File: src/rtl/hazard_ctrl.sv
// Pipeline sequencing controller: stall/flush/freeze enables for the 5-stage core,
// EX-stage forwarding selects, memory-wait timeout and saturating perf counters.
module hazard_ctrl #(
    parameter int MEM_TIMEOUT = 16,
    parameter int CNT_W       = 16
) (
    input  logic             clk,
    input  logic             rst_n,
    input  logic [4:0]       id_rs1,
    input  logic [4:0]       id_rs2,
    input  logic             id_use_rs1,
    input  logic             id_use_rs2,
    input  logic [4:0]       ex_rd,
    input  logic             ex_memRead,
    input  logic             ex_regWrite,
    input  logic [4:0]       ex_rs1,
    input  logic [4:0]       ex_rs2,
    input  logic             ex_branch_taken,
    input  logic [4:0]       mem_rd,
    input  logic             mem_regWrite,
    input  logic             mem_req,
    input  logic             mem_ready,
    input  logic [4:0]       wb_rd,
    input  logic             wb_regWrite,
    output logic             pc_write,
    output logic             ifid_write,
    output logic             ifid_flush,
    output logic             idex_write,
    output logic             idex_flush,
    output logic             exmem_write,
    output logic             memwb_bubble,
    output logic [1:0]       forwardA,
    output logic [1:0]       forwardB,
    output logic             mem_err,
    output logic [CNT_W-1:0] stall_cnt,
    output logic [CNT_W-1:0] flush_cnt
);

    typedef enum logic [1:0] {RUN, MEM_WAIT, ERROR} state_e;

    localparam logic [4:0]       TIMEOUT = 5'(MEM_TIMEOUT);
    localparam logic [CNT_W-1:0] CNT_ONE = CNT_W'(1);

    state_e           state_q, state_d;
    logic [4:0]       wait_q, wait_d;
    logic [CNT_W-1:0] stall_q, stall_d;
    logic [CNT_W-1:0] flush_q, flush_d;

    logic freeze, loaduse, active, branch_apply, loaduse_apply;

    // ex_regWrite is not needed: a load hazard is identified by ex_memRead alone.
    logic unused_ok;
    assign unused_ok = ex_regWrite;

    assign freeze  = mem_req & ~mem_ready;
    assign loaduse = ex_memRead & (ex_rd != 5'd0) &
                     ((id_use_rs1 & (id_rs1 == ex_rd)) | (id_use_rs2 & (id_rs2 == ex_rd)));

    assign active        = (state_q != ERROR);
    assign branch_apply  = active & ~freeze & ex_branch_taken;
    assign loaduse_apply = active & ~freeze & ~ex_branch_taken & loaduse;

    // NOTE: sequential state uses non-blocking assignments so every flop samples pre-edge values.
    always_ff @(posedge clk) begin
        if (!rst_n) begin
            state_q <= RUN;
            wait_q  <= '0;
            stall_q <= '0;
            flush_q <= '0;
        end else begin
            state_q <= state_d;
            wait_q  <= wait_d;
            stall_q <= stall_d;
            flush_q <= flush_d;
        end
    end

    // NOTE: every combinational output is given a default first so no latch is inferred.
    always_comb begin
        state_d = state_q;
        wait_d  = wait_q;
        case (state_q)
            RUN: begin
                if (freeze) begin
                    state_d = MEM_WAIT;
                    wait_d  = 5'd1;
                end
            end
            MEM_WAIT: begin
                if (!freeze) begin
                    state_d = RUN;
                    wait_d  = '0;
                end else if (wait_q == TIMEOUT) begin
                    state_d = ERROR;
                end else begin
                    wait_d = wait_q + 5'd1;
                end
            end
            ERROR:   state_d = ERROR;
            default: state_d = RUN;
        endcase
    end

    always_comb begin
        stall_d = stall_q;
        flush_d = flush_q;
        if (active & (freeze | loaduse_apply) & (stall_q != '1)) stall_d = stall_q + CNT_ONE;
        if (branch_apply & (flush_q != '1))                      flush_d = flush_q + CNT_ONE;
    end

    function automatic logic [1:0] fwd_sel(input logic [4:0] rs);
        if (mem_regWrite && mem_rd != 5'd0 && mem_rd == rs)     return 2'b10;
        else if (wb_regWrite && wb_rd != 5'd0 && wb_rd == rs)   return 2'b01;
        else                                                    return 2'b00;
    endfunction

    // Everything is quiet while rst_n is low; otherwise ERROR > freeze > branch > load-use.
    always_comb begin
        pc_write     = 1'b0;
        ifid_write   = 1'b0;
        ifid_flush   = 1'b0;
        idex_write   = 1'b0;
        idex_flush   = 1'b0;
        exmem_write  = 1'b0;
        memwb_bubble = 1'b0;
        forwardA     = 2'b00;
        forwardB     = 2'b00;
        if (rst_n) begin
            forwardA = fwd_sel(ex_rs1);
            forwardB = fwd_sel(ex_rs2);
            if (!active || freeze) begin
                memwb_bubble = 1'b1;
            end else if (ex_branch_taken) begin
                pc_write    = 1'b1;
                ifid_write  = 1'b1;
                ifid_flush  = 1'b1;
                idex_write  = 1'b1;
                idex_flush  = 1'b1;
                exmem_write = 1'b1;
            end else if (loaduse) begin
                idex_write  = 1'b1;
                idex_flush  = 1'b1;
                exmem_write = 1'b1;
            end else begin
                pc_write    = 1'b1;
                ifid_write  = 1'b1;
                idex_write  = 1'b1;
                exmem_write = 1'b1;
            end
        end
    end

    assign mem_err   = (state_q == ERROR);
    assign stall_cnt = stall_q;
    assign flush_cnt = flush_q;

endmodule

File: config.mk
export PLATFORM = sky130hd
export DESIGN_NAME = hazard_ctrl
export DESIGN_NICKNAME = d
export VERILOG_FILES = /design/src/rtl/hazard_ctrl.sv
export SDC_FILE = /design/constraint.sdc
export NUM_CORES = 1
export LEC_CHECK = 0
export CAP_MARGIN = 15
export CORE_MARGIN = 3
export CORE_UTILIZATION = 45
export CTS_BUF_LIST = sky130_fd_sc_hd__clkbuf_4
export DETAILED_ROUTE_END_ITERATION = 7
export GPL_TIMING_DRIVEN = 0
export PLACE_DENSITY_LB_ADDON = 0.2
export SETUP_SLACK_MARGIN = 0.5
export SLEW_MARGIN = 25
export SYNTH_ARGS = -nofsm -noshare
export SYNTH_HDL_FRONTEND = slang
export SYNTH_SLANG_ARGS = --single-unit
File: constraint.sdc
create_clock -name clk -period 3.3 [get_ports clk]
set_input_delay 0.66 -clock clk [delete_from_list [all_inputs] [get_ports clk]]
set_output_delay 0.66 -clock clk [all_outputs]
set_load 0.005 [all_outputs]
After elaboration in Yosys (flattened, before gate mapping)
Index checks and enable logic that the tools add are counted.

cells by class
  add/subtract/negate cells = 3
  multipliers = 0
  div/mod/pow operators = 0
  magnitude comparators = 0
  equal/unequal tests = 15
  shifts and indexed selects = 0
  muxes and demuxes = 29
  bitwise gates (word level) = 17
  reductions and logical operators = 15

operators by type and width
  cell                                           number
  adder 16 x 1 -> 16 bit, second input constant  2
  != test 16 bit, second input constant          2
  == test 5 bit                                  6
  two-way mux 1 bit                              17
  two-way mux 5 bit                              3
  nonzero test 5 bit                             3
  two-way mux 2 bit                              7
  AND 1 bit                                      12
  case mux 5 bit (2 select lines)                1
  logical AND 1 bit                              6
  != test 3 bit, second input constant           2
  case mux 2 bit (3 select lines)                1
  adder 5 x 1 -> 5 bit, second input constant    1
  == test 5 bit, second input constant           1
  != test 2 bit, second input constant           2
  inverter 1 bit                                 3
  AND reduction 3 bit                            1
  == test 2 x 1 -> 1 bit, second input constant  1
  == test 2 bit, second input constant           1
  zero test 2 bit                                1
  bitwise OR 1 bit                               2
  AND reduction 2 bit                            1
  nonzero test 2 bit                             1
  zero test 1 bit                                1
  logical OR 1 bit                               1

word-level totals
  bits in registers = 39
  latch bits = 0
  RAM bits = 0
  ROM bits = 0
  output and inout port bits = 44
  memories = 0

Depth between registers and ports, before layout
Gate-level depths: netlist of run 1.

  depth in word-level cells = 9
  depth in mapped cells = 8
  depth with buffers taken out = 8

Least setup slack after synthesis of run 1
No wires, ideal clock.

  kind = input -> output
  start = input mem_rd[1]
  end = output forwardA[0]
  arrival = 1764 ps
  required time = 2640 ps
  setup slack = 876 ps
  stages = 4
  cell sequence = or4_1 -> o21ai_0 -> nor4_1 -> nor4_1

between the ends
  longest elaborated chain between the ends = 5

RTL lines
  item                 line  text
  start: declaration   19    input logic [4:0] mem_rd,
  nonzero test 5 bit   112   if (mem_regWrite && mem_rd != 5'd0 && mem_rd == rs) return 2'b10;
  logical AND 1 bit    112
  logical AND 1 bit *  112
  two-way mux 2 bit *  112
  two-way mux 2 bit *  128   if (rst_n) begin
  end: declaration     32    output logic [1:0] forwardA,

Every way passes the cells marked *; elsewhere a longest branch is shown, timed or not.

Worst setup path in the final report of run 1
  start = input id_rs2[1]
  end = output ifid_write

between the ends
  longest elaborated chain between the ends = 8

RTL lines
  item                line  text
  start: declaration  10    input logic [4:0] id_rs2,
  == test 5 bit       57    ((id_use_rs1 & (id_rs1 == ex_rd)) | (id_use_rs2 & (id_rs2 == ex_rd)));
  AND 1 bit           57
  bitwise OR 1 bit    57
  AND 1 bit           56    assign loaduse = ex_memRead & (ex_rd != 5'd0) &
  two-way mux 1 bit   140   end else if (loaduse) begin
  two-way mux 1 bit   133   end else if (ex_branch_taken) begin
  two-way mux 1 bit   131   if (!active || freeze) begin
  two-way mux 1 bit   128
  end: declaration    26    output logic ifid_write,

Every way passes these cells.

==> impl_metrics.ini, run 1 <==
[run_status]
outcome = finished clean

[finish]
area_delta_synth_final_pct = 47.6
stdcell_area_um2 = 3540
final_nets = 445
drive_above_1_share_pct = 14.7
postLayoutCoreUtil_pct = 71.6
num_antenna_cells = 0

[timing]
relSlewSlack_pct = 61.5
fin_crit_sh_pct = 82.7
finalMaxSlewViolations = 0
hold_viol_final = 0
finalSetupViolCount = 0
grt_setup_unrepaired = false
fin_crit_ps = 2730
setup_tns_ps = 0
fmax_mhz = 367
tightestPinTransition_ps = 572
skew_ps = 13.9

[synthesis]
ys_ff_latch = 39
seq_area_frac_synth_pct = 32.6
synth_fp_nets = 343
async_flop_share_pct = 0
synth_cells = 293
yosys_warnings = 0
syn_avg_cell_area_um2 = 8.18
synthesis.area_um2 = 2400
synth_ff_type = dfxtp_1
yosys-top-cells-count = dfxtp_1, nor2_1, xnor2_1
synth_enable_flop_cells = 0
yosys.cell_count.top_type = dfxtp_1
ys_types = 49
yosysTopAreaCellShare_pct = 32.6
synthTopCellsByArea = dfxtp_1, xnor2_1, xor2_1
yosysTopAreaCell = dfxtp_1

[global_route]
gr-usage-all-layers_pct = 22.0
grt_overflow_total = 0
antenna_found_initial = 0
grt_max_degree = 13
grt_pass1_vias = 2525
grt_first_pass_wirelength_mm = 11.1

[setup_path]
crit_buf_inv = 2
endpoint_kind = output port
start_kind = input port
path_max_fanout = 2
crit_arrival_ps = 2070
path_cells = clkdlybuf4s50_1, xnor2_1, nand2_1, o22ai_4, nand2b_4, nor2_2, nor2_4, dlygate4sd2_1
path_delay_family = buffers and inverters
crit_required_ps = 2640
slowest_stage = clkdlybuf4s50_1
cp.depth = 8
r2r_cells = 8
crit_type = in2out
cpPeakStageDelay_ps = 470

[pwr]
p_sw_uw = 256
p_total_uw = 986
power.internal_uw = 730
power_frac_seq_pct = 49.0
pwr-share-clk_pct = 32.2
p_comb_share_pct = 18.8
powerDensity_nw_per_um2 = 279
max-vdd-ir-drop_uv = 225
p_leak_nw = 1.33
swShare_pct = 26.0

[placement]
dpl_cell_area_um2 = 3360
hpwl_mm = 4.96
gp_congestion = 0.866
portBuffers = 88

[cts]
clock-sinks = 39
path_clk_slew_ps = 120
cts_inserted_buffers = 5
cts_tree = done
cts_buffer_depth = 2
cts_max_level = 2
clock_latency_ps = 350
cts_root_buf = clkbuf_4

[hold_path]
whs_path_depth = 2
hold_path_class = reg2reg

[routing]
drt_iter0_drc = 66
routed_wl_mm = 6.54
viasPerCell = 5.43
first_pass_iters = 4
route.detailed.drc = 0
vias = 2507
detail-route-antenna-nets = 0
wire_per_inst_um = 14.2

[die]
io_pins = 90
die_area_um2 = 6240
core.rowCount = 25
die_h_um = 79.0
die_w_um = 79.0
coreArea_um2 = 4940
start_util_pct = 48.5

[flow_run]
drv_cap = 0
per-layer routing:
| layer | up-vias | global-route usage, % | part of all wire, % | routed length, um |
|---|---|---|---|---|
| li1 | 1248 | - | - | - |
| met1 | 1149 | 25.0 | 40 | 2610 |
| met2 | 96 | 38.5 | 50 | 3290 |
| met3 | 14 | 6.92 | 7.8 | 508 |
| met4 | 0 | 7.90 | 1.9 | 127 |
| met5 | - | 0 | 0 | 0 |
cell usage in the layout (no fill, tap or decap), types with 3 or more instances in the layout:
cell,n
mux2i_1,4
xor2_1,23
clkbuf_4,5
nor2_1,25
o31ai_1,4
dlygate4sd2_1,24
xnor2_1,25
a21oi_1,16
buf_4,9
and2_1,5
o21ai_1,9
or3_1,8
nand4_1,12
nor3b_1,3
nor3_1,6
dlymetal6s2s_1,5
nand2_1,20
buf_2,11
nand2b_1,3
or4_1,8
clkbuf_2,4
o21ai_0,4
dfxtp_1,39
inv_1,10
clkdlybuf4s50_1,45
nand3_1,12
and3_1,4
ha_1,4
or4_4,3
logic make-up (layout without fill, tap and decap cells):
logic type / after synthesis / after routing / synth area share (%)
AND/OR/NAND/NOR: 127 / 127 / 28.8
AO/OA/AOI/OAI: 50 / 50 / 13.4
multiplexers: 4 / 4 / 1.67
flip-flops: 39 / 39 / 32.6
XOR/XNOR: 48 / 48 / 17.5
buffers and inverters: 21 / 123 / 3.97
adder cells (fa/ha/maj): 4 / 4 / 2.09
power groups by stage:
stage,clock (mW),sequential (mW),combinational [mW]
2_1_floorplan,0,0.493,0.0772
3_3_place_gp,0,0.494,0.176
3_5_place_dp,0,0.494,0.179
4_1_cts,0.324,0.484,0.185
5_1_grt,0.345,0.485,0.202
6_report,0.317,0.484,0.185
flip-flops by register name (all words and copies together) (netlist names):
register and flops:
flush_cnt 16, wait_q 5, state_q 2, stall_cnt 16
layout make-up:
type | instances | area, um2
fill | 434 | 1410
clock inverter | 2 | 37.5
clock buffer | 5 | 37.5
timing repair buffer | 95 | 862
inverter | 12 | 45.0
multi-input combinational | 233 | 1630
buffer | 9 | 63.8
tap | 67 | 83.8
sequential | 39 | 781
through the flow:
stage / hold WS (ps) / setup WS, ps / cells
after floorplan: 481 / 876 / 293
final: 530 / 572 / 462
after global placement: 488 / -243 / 448
after global routing: 554 / 506 / 462
after detailed placement: 500 / -308 / 448
after CTS: 520 / 330 / 461
path summary, 6_finish.rpt:
path,start,to,slack [ps]
hold / removal,stall_cnt[11],stall_cnt[11],530
hold reg to reg,stall_cnt[11],stall_cnt[11],530
setup reg to reg,stall_cnt[0],stall_cnt[1],1040
setup / recovery,id_rs2[1],ifid_write,570
worst register-to-register path, stage by stage, from the launching register on:
cell and delay, ps:
dfxtp_1 410, ha_1 210, nand2_1 160, or4_4 490
or2_4 260, a31oi_4 240, buf_6 170, mux2i_1 180
nor2_1 50
what timing repair did:
action | CTS | global route
buffers inserted | 6 | 1
gates resized for setup | 97 | 12
hold buffers | 0 | 0
pin swaps | 22 | 7
setup endpoints to repair | 11 | 7
(Power assumes the default switching activity.)
==> inputs of run 2 (changes only) <==
CORE_UTILIZATION = 41   (was 45)
clock period = 2.5 ns   (was 3.3 ns; I/O delays follow)
==> run 2 against run 1 <==
Routed wire length is 10% higher. Clock skew is 5.5 ps higher. Die area grew 9.0%. Sequential cell count stayed put. Critical path type unchanged. Largest cell class unchanged.
==> impl_metrics.ini, run 2 (same netlist as run 1, synthesis figures left out) <==
[timing]
setup_tns_ps = 0
hold_viol_final = 0
grt_setup_unrepaired = true
relSlewSlack_pct = 64.7
skew_ps = 19.4
fin_crit_sh_pct = 92.9
tightestPinTransition_ps = 529
fmax_mhz = 431
fin_crit_ps = 2320
finalSetupViolCount = 0
finalMaxSlewViolations = 0

[global_route]
grt_max_degree = 14
grt_overflow_total = 0
antenna_found_initial = 0
grt_first_pass_wirelength_mm = 11.1
gr-usage-all-layers_pct = 20.7
grt_pass1_vias = 2487

[finish]
final_common_cell = clkdlybuf4s50_1
num_antenna_cells = 0
area_delta_synth_final_pct = 66.7
drive_above_1_share_pct = 35.1
fillers = 430
postLayoutCoreUtil_pct = 71.7
final_nets = 474
layout_common_cells = clkdlybuf4s50_1, dfxtp_1, buf_6, nor2_1, buf_4

[hold_path]
hold_path_class = in2reg
whs_path_depth = 3
holdCritStartpoint = rst_n
min_to = stall_cnt[13]

[placement]
gp_congestion = 0.851
portBuffers = 88
hpwl_mm = 4.82

[setup_path]
reg2reg_to = stall_cnt[1]
r2r_cells = 8
endpoint_kind = output port
start_kind = input port
path_max_fanout = 2
crit_required_ps = 2000
crit_arrival_ps = 1820
crit_type = in2out
r2r_start = stall_cnt[13]
r2r_slack_ps = 420

[cts]
cts_max_level = 2
holdBufCountCts = 0
cts_tree = done
clock_latency_ps = 360
cts_root_buf = clkbuf_4
path_clk_slew_ps = 140
cts_buffer_depth = 2
cts_inserted_buffers = 5
clock-sinks = 39

[routing]
detail-route-antenna-nets = 0
first_pass_iters = 4
viasPerCell = 5.34
route.detailed.drc = 0
wire_per_inst_um = 14.5
drt_iter0_drc = 101
vias = 2655
routed_wl_mm = 7.20

[pwr]
max-vdd-ir-drop_uv = 314
p_leak_nw = 1.50
powerDensity_nw_per_um2 = 318

[run_status]
outcome = finished clean

[die]
start_util_pct = 43.0
core.rowCount = 27
die_w_um = 82.4
die_h_um = 82.4
die_area_um2 = 6800
io_pins = 90
coreArea_um2 = 5570

[flow_run]
drv_cap = 0
==> run 2: area by class of cell <==
| type | count | area, um2 | share of cell area, % |
|---|---|---|---|
| well taps | 72 | 90.1 | 2.25 |
| plain buffers | 9 | 83.8 | 2.10 |
| flip-flops and latches | 39 | 812 | 20.3 |
| multi-input cells | 233 | 1810 | 45.4 |
| repair buffers | 124 | 1080 | 27.1 |
| inverters | 12 | 55.1 | 1.38 |
| clock inverters | 3 | 20.0 | 0.501 |
| clock buffers | 5 | 37.5 | 0.940 |
==> run 2: through the flow <==
stage / power, mW / hold WS, ps / instances / area, um2 / setup slack, ps
floorplan: 0.754 / 481 / 293 / 2400 / 399
global route: 1.33 / 465 / 497 / 4000 / 131
global placement: 0.886 / 487 / 453 / 3370 / -712
detailed placement: 0.891 / 489 / 453 / 3370 / -729
finish: 1.27 / 475 / 497 / 4000 / 178
CTS: 1.25 / 459 / 482 / 3760 / 164
==> run 2: power breakdown <==
group | switching [mW] | internal, mW
combinational | 0.139 | 0.162
clock | 0.230 | 0.107
sequential | 0.00900 | 0.623
==> run 2: how the worst max path moves through the flow <==
stage | cells after the start | startpoint | to | slack, ps
3_5_place_dp | 8 | ex_rd[1] | pc_write | -730
4_1_cts | 5 | ex_rs2[3] | forwardB[0] | 160
6_report | 7 | mem_rd[4] | forwardB[0] | 180
5_1_grt | 7 | mem_rd[4] | forwardB[0] | 130
2_1_floorplan | 6 | ex_rd[1] | pc_write | 400
3_3_place_gp | 5 | rst_n | forwardB[0] | -710
==> run 2: critical path: stages <==
cell and delay [ps]:
buf_8 90, or4_4 540, o21ai_4 200, nor4_4 70, buf_4 140, nor4_4 130, buf_2 150
==> run 2: repair_timing <==
action	in CTS	in global routing
endpoints found under the setup margin	41	37
gates resized for setup	216	60
setup buffers	20	15
cloned	1	0
pin swaps	37	31
==> run 2: layer usage <==
layer  up-vias  share of wire [%]  track usage (%)
li1       1308                  -                -
met1      1239                 44             26.3
met2        95                 49             34.4
met3        13                6.2             4.99
met4         0                1.4             6.81
met5         -                  0                0
==> RTL edit, RTL diff (settings of run 2) <==
Set the parameter `CNT_W` to 32 (it was 16).
--- a/src/rtl/hazard_ctrl.sv
+++ b/src/rtl/hazard_ctrl.sv
@@ -2,7 +2,7 @@
 // EX-stage forwarding selects, memory-wait timeout and saturating perf counters.
 module hazard_ctrl #(
     parameter int MEM_TIMEOUT = 16,
-    parameter int CNT_W       = 16
+    parameter int CNT_W       = 32
 ) (
     input  logic             clk,
     input  logic             rst_n,
Ports: changed (resized flush_cnt and stall_cnt); port bits go from 90 to 122. No check against the original RTL was run, so the function may have changed too.
==> RTL edit against run 2 <==
  * Clock power increased by 88%
  * Cell area up 75%
  * Setup slack lost 0.014 ns
  * Sequential cell count grew 32
  * Synthesized area up 69%
  * Wire length rose by 110%
  * Global-route usage rose by 1.3 points
  * Power grew 69%
  * Critical endpoint is now forwardA[0]
  * Largest power group unchanged
==> RTL edit: results (changes against run 2) <==
- Run status: completed (unchanged)
- Seq/Total Area, Yosys: 0.352 (was 0.326)
- Sw Share: 0.296 (was 0.298)
- Routed wl met3: 1040 um (was 444 um)
- Comb_multi_in: 378 (was 233)
- CTS buffer count: 9 (was 5)
- Post-synthesis compound-gate area fraction: 0.127 (was 0.134)
- Largest net degree at the start of global routing: 13 (was 14)
- Syn nets: 539 (was 343)
- Non-filler cells, final: 825 (was 497)
- XOR/XNOR share of the synthesized area: 0.132 (was 0.175)
- Vias in the first global route: 4,221 (was 2,487)
- Inverters: 11 (was 12)
- Met2 Use GR: 0.389 (was 0.344)
- Drt total wl: 15,100 um (was 7200 um)
- Placed cell area: 0.00545 mm2 (was 0.00337 mm2)
- Gr usage total: 0.220 (was 0.207)
- RD Place Congestion: 0.867 (was 0.851)
- Non-clock buffer share: 0.300 (was 0.292)
- Crit path capture: forwardA[0] (was forwardB[0])
- Final-stage net count: 741 (was 474)
- Synth top area cells: dfxtp_1 (35%), xor2_1 (7.8%), xnor2_1 (5.4%) (was dfxtp_1 (33%), xnor2_1 (9.1%), xor2_1 (8.4%))
- Fraction of synthesized area in multiplexers: 0.0149 (was 0.0167)
- Slew HR: 0.547 (was 0.647)
- First-pass GRT wire length: 20,300 um (was 11,100 um)
- Synth cell count leaders: dfxtp_1 (71), nor2_1 (45), xor2_1 (36) (was dfxtp_1 (39), nor2_1 (28), xnor2_1 (25))
- Share of cells above drive strength 1: 0.406 (was 0.351)
- Clock Power Share: 0.297 (was 0.266)
- P_leak: 2.57 nW (was 1.50 nW)
- Yosys cell types: 55 (was 49)
- Fillers: 644 (was 430)
- ANT cells: 1 (was 0)
- Worst r2r path cells: 7 (was 8)
- Reg-to-Reg Start: stall_cnt[3] (was stall_cnt[13])
- Syn Area/Cell: 8.26 um2 (was 8.18 um2)
- Reg2reg end: stall_cnt[30] (was stall_cnt[1])
- Post-Synth Adder-Cell Area: 0.0124 (was 0.0209)
- Die Width: 105 um (was 82.4 um)
- Met3 usage: 0.0472 (was 0.0499)
- Area of the multi-input gates: 0.00307 mm2 (was 0.00181 mm2)
- FF-to-FF setup slack: 0.36 ns (was 0.42 ns)
- Initial DRC count: 242 (was 101)
- Area Growth Syn to Fin: 73.4% (was 66.7%)
- Met2 Wirelength: 7520 um (was 3500 um)
- Worst vdd ir: 213 uV (was 314 uV)
- CP Data Arrival Time: 1.84 ns (was 1.82 ns)
- Clk Latency, worst-skew pair: 0.44 ns (was 0.36 ns)
- Post-detail-place hpwl: 8780 um (was 4820 um)
- Clk tree area frac: 0.0150 (was 0.0144)
- TritonRoute pass-1 iters: 6 (was 4)
- Worst Hold End: stall_cnt[19] (was stall_cnt[13])
[RTL edit: cell types whose count changed after synthesis, sizes merged, moves of 12 or more]
cell	change
nand4	+18
nor2	+17
nand3	+19
clkbuf	+12
a21oi	+17
dfxtp	+32
o31ai	+16
nand2	+15
xor2	+13
or4	+15
[RTL edit: logic make-up after synthesis]
| kind of cell | count (synthesis) |
|---|---|
| and+or+nand+nor | 225 |
| buffers and inverters | 40 |
| AOI/OAI and AO/OA | 82 |
| DFF | 71 |
| muxes | 6 |
| xor gates and xnor gates | 61 |
| adders and majority gates | 4 |
[RTL edit: what timing repair did]
action,in CTS,in global routing
cloned,0,8
setup endpoints to repair,75,78
hold buffers,0,0
setup buffers,27,36
pin swaps,38,71
resized for setup,235,197
[RTL edit: per-stage QoR]
stage                     hold slack (ns)  setup slack [ns]
after floorplan                     0.478             0.497
after global placement              0.478            -0.781
after detailed placement            0.494            -0.788
after CTS                           0.379             0.244
after global routing                0.416             0.128
final                               0.392             0.164
